--- src/rtl/t03_nes_pkg.sv ---
// Shared types and constants for the multi-pad NES/SNES serial reader.
package t03_nes_pkg;

  // Reader FSM states.
  typedef enum logic [2:0] {
    IDLE  = 3'd0,
    LATCH = 3'd1,
    LOW   = 3'd2,
    HIGH  = 3'd3,
    DONE  = 3'd4
  } nes_state_e;

  localparam int NES_BITS  = 8;
  localparam int SNES_BITS = 16;

  // Default timing: 16 clk per tick, 60 Hz frame at a 40 MHz system clock.
  localparam int DEF_CLK_DIV     = 16;
  localparam int DEF_LATCH_TICKS = 30;
  localparam int DEF_HALF_TICKS  = 15;
  localparam int DEF_FRAME_TICKS = 41667;

  // Shortest frame that still holds latch, every clock pulse and the DONE cycle.
  function automatic int min_frame_ticks(input int latch_ticks, input int half_ticks,
                                         input int num_bits);
    return latch_ticks + 2 * half_ticks * num_bits + 1;
  endfunction

  // Counter width able to hold 0..n-1, never narrower than one bit.
  function automatic int cnt_width(input int n);
    return (n > 1) ? $clog2(n) : 1;
  endfunction

endpackage

--- src/rtl/t03_nes_tick_gen.sv ---
// Prescaler producing a one-clk tick every CLK_DIV cycles, plus a free-running
// frame counter in ticks whose zero count marks the start of a frame.
module t03_nes_tick_gen
  import t03_nes_pkg::*;
#(
  parameter int CLK_DIV     = DEF_CLK_DIV,
  parameter int FRAME_TICKS = DEF_FRAME_TICKS
) (
  input  logic clk,
  input  logic nrst,
  output logic tick,
  output logic frame_start
);

  localparam int PW = cnt_width(CLK_DIV);
  localparam int FW = cnt_width(FRAME_TICKS);
  localparam logic [PW-1:0] PRE_LAST   = PW'(CLK_DIV - 1);
  localparam logic [FW-1:0] FRAME_LAST = FW'(FRAME_TICKS - 1);

  logic [PW-1:0] pre_q;
  logic [FW-1:0] frame_q;

  assign tick        = (pre_q == PRE_LAST);
  assign frame_start = tick && (frame_q == '0);

  // Prescaler and frame counter; both run regardless of enable.
  always_ff @(posedge clk or negedge nrst) begin
    if (!nrst) begin
      pre_q   <= '0;
      frame_q <= '0;
    end else begin
      if (tick) begin
        pre_q   <= '0;
        frame_q <= (frame_q == FRAME_LAST) ? '0 : frame_q + 1'b1;
      end else begin
        pre_q <= pre_q + 1'b1;
      end
    end
  end

endmodule

--- src/rtl/t03_nes_multipad_reader.sv ---
// Reads up to four NES/SNES pads in parallel over a shared latch/clock pair and
// publishes the frame's button words plus newly-pressed edges.
//
// buttons_valid is a one-clk strobe with no back-pressure: buttons and pressed
// change on the same edge that raises it and hold until the next strobe.
module t03_nes_multipad_reader
  import t03_nes_pkg::*;
#(
  parameter int NUM_PADS    = 2,
  parameter int NUM_BITS    = NES_BITS,
  parameter int CLK_DIV     = DEF_CLK_DIV,
  parameter int LATCH_TICKS = DEF_LATCH_TICKS,
  parameter int HALF_TICKS  = DEF_HALF_TICKS,
  parameter int FRAME_TICKS = DEF_FRAME_TICKS
) (
  input  logic                         clk,
  input  logic                         nrst,
  input  logic                         enable,
  input  logic [NUM_PADS-1:0]          pad_data,
  output logic                         pad_latch,
  output logic                         pad_clk,
  output logic [NUM_PADS*NUM_BITS-1:0] buttons,
  output logic [NUM_PADS*NUM_BITS-1:0] pressed,
  output logic                         buttons_valid,
  output logic                         busy,
  output nes_state_e                   fsm_state
);

  localparam int TW  = NUM_PADS * NUM_BITS;
  localparam int PHW = cnt_width((LATCH_TICKS > HALF_TICKS) ? LATCH_TICKS : HALF_TICKS);
  localparam int BW  = cnt_width(NUM_BITS);
  localparam logic [PHW-1:0] LATCH_LAST = PHW'(LATCH_TICKS - 1);
  localparam logic [PHW-1:0] HALF_LAST  = PHW'(HALF_TICKS - 1);
  localparam logic [BW-1:0]  BIT_LAST   = BW'(NUM_BITS - 1);

  // Reject parameter sets that cannot fit a full read inside one frame.
  if (FRAME_TICKS < min_frame_ticks(LATCH_TICKS, HALF_TICKS, NUM_BITS)) begin : g_bad_frame
    $error("FRAME_TICKS too small for LATCH_TICKS/HALF_TICKS/NUM_BITS");
  end
  if (NUM_PADS < 1 || NUM_PADS > 4) begin : g_bad_pads
    $error("NUM_PADS must be 1..4");
  end
  if (NUM_BITS < 1 || NUM_BITS > SNES_BITS) begin : g_bad_bits
    $error("NUM_BITS must be 1..16");
  end
  if (CLK_DIV < 2 || LATCH_TICKS < 1 || HALF_TICKS < 1) begin : g_bad_timing
    $error("CLK_DIV must be >= 2 and LATCH_TICKS/HALF_TICKS >= 1");
  end

  logic tick;
  logic frame_start;

  t03_nes_tick_gen #(
    .CLK_DIV    (CLK_DIV),
    .FRAME_TICKS(FRAME_TICKS)
  ) u_tick_gen (
    .clk        (clk),
    .nrst       (nrst),
    .tick       (tick),
    .frame_start(frame_start)
  );

  logic [NUM_PADS-1:0] sync1_q, sync2_q;
  logic [NUM_PADS-1:0] pad_bits;
  nes_state_e          state_q, state_d;
  logic [PHW-1:0]      phase_q, phase_d;
  logic [BW-1:0]       bit_q, bit_d;
  logic                sample;
  logic                finish;
  logic [TW-1:0]       shift_q, shift_d;

  // Pad lines are asynchronous to clk and active-low.
  assign pad_bits  = ~sync2_q;
  assign fsm_state = state_q;

  // Two-flop synchroniser per pad.
  always_ff @(posedge clk or negedge nrst) begin
    if (!nrst) begin
      sync1_q <= '0;
      sync2_q <= '0;
    end else begin
      sync1_q <= pad_data;
      sync2_q <= sync1_q;
    end
  end

  // FSM state, phase counter and bit index registers.
  always_ff @(posedge clk or negedge nrst) begin
    if (!nrst) begin
      state_q <= IDLE;
      phase_q <= '0;
      bit_q   <= '0;
    end else begin
      state_q <= state_d;
      phase_q <= phase_d;
      bit_q   <= bit_d;
    end
  end

  // Next-state logic: every phase advances on ticks only, DONE lasts one clk.
  always_comb begin
    state_d = state_q;
    phase_d = phase_q;
    bit_d   = bit_q;
    sample  = 1'b0;
    finish  = 1'b0;
    case (state_q)
      IDLE: begin
        if (frame_start && enable) begin
          state_d = LATCH;
          phase_d = '0;
          bit_d   = '0;
        end
      end
      LATCH: begin
        if (tick) begin
          if (phase_q == LATCH_LAST) begin
            state_d = LOW;
            phase_d = '0;
          end else begin
            phase_d = phase_q + 1'b1;
          end
        end
      end
      LOW: begin
        if (tick) begin
          if (phase_q == HALF_LAST) begin
            sample  = 1'b1;
            state_d = HIGH;
            phase_d = '0;
          end else begin
            phase_d = phase_q + 1'b1;
          end
        end
      end
      HIGH: begin
        if (tick) begin
          if (phase_q == HALF_LAST) begin
            phase_d = '0;
            if (bit_q == BIT_LAST) begin
              state_d = DONE;
              finish  = 1'b1;
            end else begin
              state_d = LOW;
              bit_d   = bit_q + 1'b1;
            end
          end else begin
            phase_d = phase_q + 1'b1;
          end
        end
      end
      DONE: begin
        state_d = IDLE;
      end
      default: begin
        state_d = IDLE;
      end
    endcase
  end

  // Drop each pad's synchronised bit into its slot at the current bit index.
  always_comb begin
    shift_d = shift_q;
    if (sample) begin
      for (int p = 0; p < NUM_PADS; p++) begin
        for (int i = 0; i < NUM_BITS; i++) begin
          if (BW'(i) == bit_q) shift_d[p*NUM_BITS + i] = pad_bits[p];
        end
      end
    end
  end

  // Registered pad strobes, status and published button words.
  always_ff @(posedge clk or negedge nrst) begin
    if (!nrst) begin
      shift_q       <= '0;
      pad_latch     <= 1'b0;
      pad_clk       <= 1'b0;
      busy          <= 1'b0;
      buttons_valid <= 1'b0;
      buttons       <= '0;
      pressed       <= '0;
    end else begin
      shift_q       <= shift_d;
      pad_latch     <= (state_d == LATCH);
      pad_clk       <= (state_d == HIGH);
      busy          <= (state_d != IDLE);
      buttons_valid <= finish;
      if (finish) begin
        buttons <= shift_q;
        pressed <= shift_q & ~buttons;
      end
    end
  end

endmodule

--- config.mk ---
export PLATFORM = sky130hd
export DESIGN_NAME = t03_nes_multipad_reader
export DESIGN_NICKNAME = d
export VERILOG_FILES = /design/src/rtl/t03_nes_pkg.sv /design/src/rtl/t03_nes_tick_gen.sv /design/src/rtl/t03_nes_multipad_reader.sv
export SDC_FILE = /design/constraint.sdc
export NUM_CORES = 1
export LEC_CHECK = 0
export ABC_AREA = 1
export CORE_ASPECT_RATIO = 1.1
export CORE_MARGIN = 1
export CORE_UTILIZATION = 45
export DETAILED_ROUTE_END_ITERATION = 6
export HOLD_SLACK_MARGIN = 0.06
export PLACE_DENSITY = 0.69
export RECOVER_POWER = 25
export SYNTH_ARGS = -nofsm -noshare
export SYNTH_HDL_FRONTEND = slang
export SYNTH_SLANG_ARGS = --single-unit
--- constraint.sdc ---
create_clock -name clk -period 1.66 [get_ports clk]
set_clock_uncertainty 0.1 [all_clocks]
set_input_delay 0.332 -clock clk [delete_from_list [all_inputs] [get_ports clk]]
set_output_delay 0.332 -clock clk [all_outputs]
set_load 0.01 [all_outputs]
### After elaboration in Yosys (flattened, before gate mapping)

Cells that the tools add are included.

| word-level totals | value |
|---|---|
| flip-flop bits (word level) | 87 |
| input port bits | 5 |
| output and inout bits | 39 |
| logic and storage cells | 99 |

| cells by class | value |
|---|---|
| $add $sub $neg | 4 |
| eq/ne operators | 23 |
| multiplexer cells | 29 |
| bitwise logic cells | 3 |
| reduce and logical (&&, ||, !) cells | 19 |

Operators by type and width:

| kind | number |
|---|---|
| 3-bit two-way mux | 12 |
| 5-bit two-way mux | 5 |
| 16-bit by 1-bit adder with 16-bit output (second input constant) | 1 |
| 16-bit AND | 1 |
| 16-bit == test (second input constant) | 1 |
| 16-bit zero test | 1 |
| 16-bit two-way mux | 1 |
| 16-bit inverter | 1 |
| 2-bit AND reduction | 8 |
| 5-bit one-hot mux with 3 select lines | 1 |
| 3-bit == test (first input constant) | 4 |
| 3-bit one-hot mux with 4 select lines | 1 |
| 3-bit by 2-bit == test with 1-bit output (second input constant) | 3 |
| 1-bit two-way mux | 7 |
| 2-bit by 3-bit == test with 1-bit output (first input constant) | 2 |
| 3-bit by 1-bit == test with 1-bit output (second input constant) | 2 |
| 3-bit zero test | 2 |
| 2-bit by 1-bit inequality test with 1-bit output (second input constant) | 3 |
| 2-bit inequality test (second input constant) | 3 |
| 3-bit one-hot mux with 2 select lines | 1 |
| 3-bit nonzero test | 2 |
| 5-bit by 1-bit adder with 5-bit output (second input constant) | 1 |
| 5-bit by 4-bit == test with 1-bit output (second input constant) | 1 |
| 5-bit == test (second input constant) | 1 |
| other kinds (12) | 13 |

### Depth between registers and ports, before layout

Gate-level depths: netlist of the first run.

| depth | value |
|---|---|
| depth after elaboration | 6 |
| mapped depth | 10 |
| gate-level depth less buffers | 9 |

### By module

A second synthesis of the first run with hierarchy kept.

| second synthesis, totals | value |
|---|---|
| cells, all modules | 478 |
| area, all modules | 4175.3 um^2 |

By module, submodules not included:

| module | instances | cells each | area each (um^2) |
|---|---|---|---|
| t03_nes_multipad_reader | 1 | 333 | 2994.1 |
| t03_nes_tick_gen | 1 | 145 | 1181.1 |

### Worst setup path before layout of the first run

OpenSTA, ideal clock, no wires.

| timing path | value |
|---|---|
| kind | reg-to-reg |
| start point | reg phase_q[0] |
| end point | reg pressed[11] |
| setup time | 121 ps |
| arrival time | 1408 ps |
| data required time | 1439 ps |
| slack | 31 ps |
| cell stages (with the launch flop) | 9 |
| path buffers | 1 |
| cell sequence | dfrtp_1 > inv_1 > ha_1 > nand3_4 > nor2_4 > nand3_4 > buf_6 > nand2_1 > o21ai_1 |

| between the ends | value |
|---|---|
| longest elaborated chain between the ends | 4 |

Ends and longest elaborated chain:

| item | RTL line | source |
|---|---|---|
| from (decl) | t03_nes_multipad_reader.sv:66 | `logic [PHW-1:0] phase_q, phase_d;` |
| from (signal assigned) | t03_nes_multipad_reader.sv:95 | `phase_q <= phase_d;` |
| 5-bit by 4-bit == test with 1-bit output | t03_nes_multipad_reader.sv:138 | `if (phase_q == HALF_LAST) begin` |
| 1-bit two-way mux | t03_nes_multipad_reader.sv:138 |  |
| 1-bit two-way mux | t03_nes_multipad_reader.sv:137 | `if (tick) begin` |
| 1-bit two-way mux | t03_nes_multipad_reader.sv:107 | `case (state_q)` |
| to (signal assigned) | t03_nes_multipad_reader.sv:191 | `pressed <= shift_q & ~buttons;` |
| to (decl) | t03_nes_multipad_reader.sv:23 | `output logic [NUM_PADS*NUM_BITS-1:0] pressed,` |

No other way between the ends.
A chain may end at the register's enable or synchronous reset.

### Worst setup path after layout of the first run

| timing path | value |
|---|---|
| start point | reg u_tick_gen.pre_q[1] |
| end point | reg pressed[7] |

| between the ends | value |
|---|---|
| longest elaborated chain between the ends | 3 |

Ends and longest elaborated chain:

| item | RTL line | source |
|---|---|---|
| from (decl) | t03_nes_tick_gen.sv:20 | `logic [PW-1:0] pre_q;` |
| from (signal assigned) | t03_nes_tick_gen.sv:36 | `pre_q <= pre_q + 1'b1;` |
| 4-bit == test | t03_nes_tick_gen.sv:23 | `assign tick = (pre_q == PRE_LAST);` |
| 1-bit two-way mux | t03_nes_multipad_reader.sv:137 |  |
| 1-bit two-way mux | t03_nes_multipad_reader.sv:107 |  |

No other way between the ends.

==> flow_summary.ini, run 1 <==
[timing]
worstMarginPinSlew_ns = 0.474
fmax_mhz = 581
whs_ns = 0.258
finalHoldViolCount = 0
max_slew_margin = 0.684
fin_crit_sh = 1.04
finish_stage_setup_viols = 37
finalCriticalPeriod_ns = 1.72
worst_slack_ns = -0.0607
grt_setup_unrepaired = true
report.final.slew_viol_count = 0

[route]
detail_route.vias_per_cell = 5.19
detail_route.drc_violations = 0
routed-via-count = 3785
drt-initial-drc-count = 136
wl_per_cell_um = 14.4
detailedRoute.firstPassIterationCount = 4
postRouteAntennaNets = 0
postRouteWirelength_mm = 10.5

[clock_tree]
cts.root.buffer_cell = clkbuf_8
cts-buffers-inserted = 9
numClockSinks = 87
cts_tree = done
clk_pin_slew_worst_paths_ns = 0.09
maximum_level_of_the_cts_h_tree = 3
clock_insertion_delay_worst_skew_ns = 0.36
clock_tree.buffer_depth = 2

[yosys]
distinct_cell_type_count_of_the_synthesized_netlist = 34
synth.yosys.seq_area_share = 0.492
postSynthCellCount = 512
register_bit_count_reported_by_yosys = 87
synth_fp_nets = 530
synth-warning-count = 0
syn_area_per_cell_um2 = 8.63
netlist_area_um2 = 4420

[layout]
syn_to_final_growth_pct = 35.7
drive_above_1_share = 0.299
fillers = 786
n_antenna_cell = 0
fin_nets = 625
instances_no_fill = 729

[min_path]
worst_hold_startpoint = sync1_q[1]
worst_hold_path_class = reg2reg
hold-path-cell-count = 0

[grt]
grt.overflow.total = 0
grt.total_usage = 0.203
grt_antenna_before_repair = 0
grt_pass1_vias = 3412
maximum_number_of_pins_on_one_net_before_global_route_repair = 88
grt_first_pass_wirelength_mm = 15.8

[worst_setup_path]
r2r_setup_slack_ns = -0.06
cpPeakStageDelay_ns = 0.41
timing.critical_path.from = u_tick_gen.pre_q[1]
critical_path.reg2reg.startpoint = u_tick_gen.pre_q[1]
timing_worst_setup_path_type = reg2reg
worst-endpoint-arrival_ns = 1.87
r2r_cells = 8
timing.critical_path.slowest_stage_cell = dfrtp_1
cp_cell_sequence = ha_4 -> buf_6 -> nand3_4 -> nor2_4 -> nand3_4 -> clkbuf_16 -> nand2_2 -> o21ai_1
critPathLaunchType = flop
timing.critical_path.depth = 8
path_max_fanout = 6
worst_path_required_time_ns = 1.81
cpLargestDelayFamily = simple AND/OR/NAND/NOR gates
end_kind = flop
cp_common_cell = nand3_4
critical_path.n_buffers_inverters = 2

[pwr]
power_leakage_nw = 3.03
pwr-share-seq = 0.555
comb_power_share = 0.040
ir_drop_uv = 435
pwr_density_cell_nw_per_um2 = 644
switching_share = 0.238
net-switching-power_mw = 0.920
p_clk_frac = 0.405
p_int_mw = 2.94
power_mw = 3.86

[floorplan]
rows = 37
die_w_um = 96.5
io_pins = 44
fp.coreArea_um2 = 9440
floorplan.initialDensity = 0.468
fp.dieH_um = 106
die_area_um2 = 10200

[flow_run]
cap_viol_max_count = 0

[place]
place.gp.congestion = 0.928
placed_cells = 691
detailedPlace.worstSlack_ns = -0.117
dp.final_hpwl_mm = 6.76
io_buffers = 43

[run_status]
outcome = finished with violations
violations = negative setup slack
==> cell type report <==
cell class,count,area (um^2),area share
Clock buffer,10,138,0.0229
Clock inverter,6,73.8,0.0123
Inverter,70,267,0.0444
Sequential cell,87,2180,0.363
Multi-Input combinational cell,348,2280,0.380
Timing Repair Buffer,91,917,0.153
Tap cell,117,146,0.0244
==> routing by layer <==
metal,GRT usage,vias to the layer above,part of all wire
met1,0.265,1799,0.44
met5,0,-,0
li1,-,1856,-
met2,0.320,115,0.49
met3,0.0451,15,0.051
met4,0.0893,0,0.020
==> layout by cell type, fill, tap and decap left out, drive strengths merged, types with 3 or more instances in the layout <==
cell	count
dfrtp	87
clkbuf	15
inv	71
nand2	137
clkinv	4
nand3	59
dlygate4sd2	39
xor2	5
ha	13
nand4	20
buf	43
nor2	36
or2	15
o21ai	49
nor3	7
dlygate4sd3	3
==> flip-flops by register name, indices dropped and copies added, names as in the netlist <==
name,count
u_tick_gen.pre_q,4
busy,1
fsm_state,3
sync2_q,2
u_tick_gen.frame_q,16
pad_clk,1
phase_q,5
buttons_valid,1
sync1_q,2
shift_q,16
buttons,16
pad_latch,1
pressed,16
bit_q,3
==> metrics by stage <==
step,area [um^2],util,setup TNS [ns]
finish,6000,0.635,-1.13
CTS,5460,0.578,-0.802
floorplan,4420,-,0
detailed placement,5170,0.548,-1.35
global placement,5170,0.548,-0.306
global route,6000,0.635,-5.46
==> synthesized netlist by cell type (all sizes together) <==
| library cell | instances | share of area |
|---|---|---|
| nand4 | 20 | 0.032 |
| nand3b | 1 | 0.0017 |
| clkbuf | 1 | 0.00085 |
| or2 | 15 | 0.021 |
| a31oi | 1 | 0.0014 |
| nor3 | 7 | 0.010 |
| o21ai | 49 | 0.070 |
| xnor2 | 1 | 0.0020 |
| dfrtp | 87 | 0.49 |
| nor2 | 35 | 0.041 |
| nand2 | 137 | 0.12 |
| o31ai | 2 | 0.0034 |
| xor2 | 5 | 0.0099 |
| clkinv | 2 | 0.0020 |
| nand3 | 58 | 0.076 |
| buf | 8 | 0.018 |
| a21oi | 2 | 0.0023 |
| ha | 13 | 0.037 |
| inv | 68 | 0.058 |
==> power by group through the flow <==
stage | clock, mW | combinational, mW | sequential, mW
6_report | 1.57 | 0.155 | 2.14
5_1_grt | 1.70 | 0.176 | 2.14
4_1_cts | 1.61 | 0.151 | 2.14
3_5_place_dp | 0 | 0.145 | 2.18
3_3_place_gp | 0 | 0.142 | 2.18
2_1_floorplan | 0 | 0.0481 | 2.19
==> worst register-to-register path, cell delays in order (launching register included) <==
cell,delay [ns]
dfrtp_1,0.41
ha_4,0.17
buf_6,0.10
nand3_4,0.10
nor2_4,0.19
nand3_4,0.20
clkbuf_16,0.23
nand2_2,0.05
o21ai_1,0.06
==> kinds of logic (layout without fill, tap and decap cells) <==
| logic type | count (synthesis) | after routing | synth area share |
|---|---|---|---|
| buffers and inverters | 79 | 177 | 0.0787 |
| and+or+nand+nor | 273 | 275 | 0.303 |
| AOI/OAI and AO/OA | 54 | 54 | 0.0770 |
| adders and majority gates | 13 | 13 | 0.0368 |
| xor gates and xnor gates | 6 | 6 | 0.0119 |
| DFF | 87 | 87 | 0.492 |
==> worst paths after layout <==
| kind | end |
|---|---|
| max in group asynchronous | phase_q[1] |
| min | sync2_q[1] |
| min reg2reg | sync2_q[1] |
| min in group asynchronous | shift_q[7] |
| max reg2reg | pressed[7] |
| max | pressed[7] |
==> what timing repair did <==
| action | in CTS | in global routing |
|---|---|---|
| hold buffers | 1 | 0 |
| gates resized for setup | 57 | 87 |
| endpoints found under the setup margin | 87 | 65 |
| endpoints found under the hold margin | 87 | 0 |
| pin swaps | 9 | 10 |
| setup buffers | 5 | 7 |
| cloned | 1 | 8 |
Power figures use the tool's default switching activity.
==> run 2: changes to the inputs <==
--- a/config.mk
+++ b/config.mk
@@ -6,7 +6,7 @@
 export NUM_CORES = 1
 export LEC_CHECK = 0
 export ABC_AREA = 1
-export CORE_ASPECT_RATIO = 1.1
+export CORE_ASPECT_RATIO = 0.75
 export CORE_MARGIN = 1
 export CORE_UTILIZATION = 45
 export DETAILED_ROUTE_END_ITERATION = 6
==> constraint.sdc (replaced) <==
create_clock -name clk -period 1.45 [get_ports clk]
set_clock_uncertainty 0.1 [all_clocks]
set_input_delay 0.29 -clock clk [delete_from_list [all_inputs] [get_ports clk]]
set_output_delay 0.29 -clock clk [all_outputs]
set_load 0.01 [all_outputs]
==> run 2 against run 1 <==
The flow still finishes with violations (negative setup slack). Sequential power rose by 15%. Die area hardly changed. Critical path depth increased by 1. Global-route usage up 3.6 points. Cell count increased by 8.5%. Setup slack got worse by 0.24 ns. Utilization increased by 5.2 points. Via count is 6.1% higher.
==> flow_summary.ini, run 2 (synthesized netlist as in run 1, its figures left out) <==
[timing]
fin_crit_sh = 1.21
worstMarginPinSlew_ns = 0.416
finalCriticalPeriod_ns = 1.75
worst_slack_ns = -0.301
whs_ns = 0.246
finalHoldViolCount = 0
report.final.slew_viol_count = 0
grt_setup_unrepaired = true
finish_stage_setup_viols = 78
max_slew_margin = 0.722
fmax_mhz = 571

[floorplan]
rows = 30
fp.coreArea_um2 = 9270
fp.dieH_um = 87.8
die_w_um = 116
io_pins = 44
floorplan.initialDensity = 0.477
die_area_um2 = 10200

[route]
routed-via-count = 4014
detail_route.vias_per_cell = 5.07
detailedRoute.firstPassIterationCount = 5
postRouteAntennaNets = 0
detail_route.drc_violations = 0
drt-initial-drc-count = 243
wl_per_cell_um = 15.1
postRouteWirelength_mm = 11.9

[worst_setup_path]
critPathLaunchType = flop
worst-endpoint-arrival_ns = 1.91
path_max_fanout = 4
timing_worst_setup_path_type = reg2reg
end_kind = flop
worst_path_required_time_ns = 1.61

[grt]
grt_antenna_before_repair = 0
grt_pass1_vias = 3729
grt.overflow.total = 0
maximum_number_of_pins_on_one_net_before_global_route_repair = 66
grt_first_pass_wirelength_mm = 18.4
grt.total_usage = 0.239

[place]
detailedPlace.worstSlack_ns = -0.356
dp.final_hpwl_mm = 7.76
io_buffers = 43
place.gp.congestion = 0.922

[layout]
most_common_cell_after_layout_fill_and_taps_aside = nand2_1
fillers = 727
fin_nets = 678
layout_common_cells = nand2_1 (114), dfrtp_1 (85), buf_4 (81)
syn_to_final_growth_pct = 44.1
seq_cell_area_um2 = 2180
multi_input_area_um2 = 2210
drive_above_1_share = 0.357
n_antenna_cell = 0

[min_path]
worst_hold_path_class = reg2reg

[clock_tree]
clock_tree.buffer_depth = 2
cts.root.buffer_cell = clkbuf_16
cts-buffers-inserted = 9
cts_tree = done
clock_insertion_delay_worst_skew_ns = 0.34
maximum_level_of_the_cts_h_tree = 3
clk_pin_slew_worst_paths_ns = 0.06
numClockSinks = 87

[pwr]
power_mw = 4.79
pwr_density_cell_nw_per_um2 = 753
ir_drop_uv = 654
power_leakage_nw = 3.28

[run_status]
violations = negative setup slack
outcome = finished with violations

[flow_run]
cap_viol_max_count = 0
## run 2: repair_timing
action / 4_1_cts / 5_1_grt
setup endpoints to repair: 118 / 80
hold buffers: 1 / 0
resized for setup: 74 / 68
setup buffers: 8 / 11
gates cloned: 2 / 5
endpoints found under the hold margin: 87 / 0
pin swaps: 5 / 17
## run 2: per-layer routing
metal / track usage / vias up / part of all wire
met5: 0 / - / 0
li1: - / 1962 / -
met2: 0.360 / 122 / 0.46
met3: 0.0526 / 14 / 0.059
met1: 0.349 / 1916 / 0.47
met4: 0.0653 / 0 / 0.012
## run 2: final cells by class
class	instances	share of cell area
clock buffer	11	0.0397
clock inverter	3	0.00314
inverter	70	0.0415
multi-input combinational	350	0.348
sequential	87	0.342
tap	128	0.0251
timing repair buffer	142	0.201
## run 2: where the power goes
part	internal [mW]	switching, mW
combinational	0.0713	0.127
sequential	2.45	0.0151
clock	1.23	0.904
total	3.75	1.05
## run 2: per-stage QoR
stage,instance area (um^2),utilization,setup TNS [ns],std cells
finish,6370,0.687,-17.34,791
global route,6370,0.687,-22.45,791
CTS,6000,0.647,-12.63,775
detailed placement,5580,0.601,-13.24,751
global placement,5580,0.601,-10.37,751
floorplan,4460,-,-3.01,512
## run 2: critical path, cell delays in order (launching register included)
cell     delay [ns]
dfrtp_1        0.40
ha_4           0.18
nand2_4        0.06
nor2_4         0.14
nand4_4        0.14
buf_12         0.17
nor3_4         0.23
buf_6          0.16
nand2_1        0.04
o21ai_1        0.07
## run 2: final timing paths
path / from / endpoint / slack, ns / cells after the start
min: sync1_q[0] / sync2_q[0] / 0.25 / 0
min reg2reg: sync1_q[0] / sync2_q[0] / 0.25 / 0
max: u_tick_gen.pre_q[0] / buttons[15] / -0.30 / 9
max in group asynchronous: nrst / phase_q[0] / 0.54 / 3
max reg2reg: u_tick_gen.pre_q[0] / buttons[15] / -0.30 / 9
min in group asynchronous: nrst / pressed[3] / 0.40 / 3
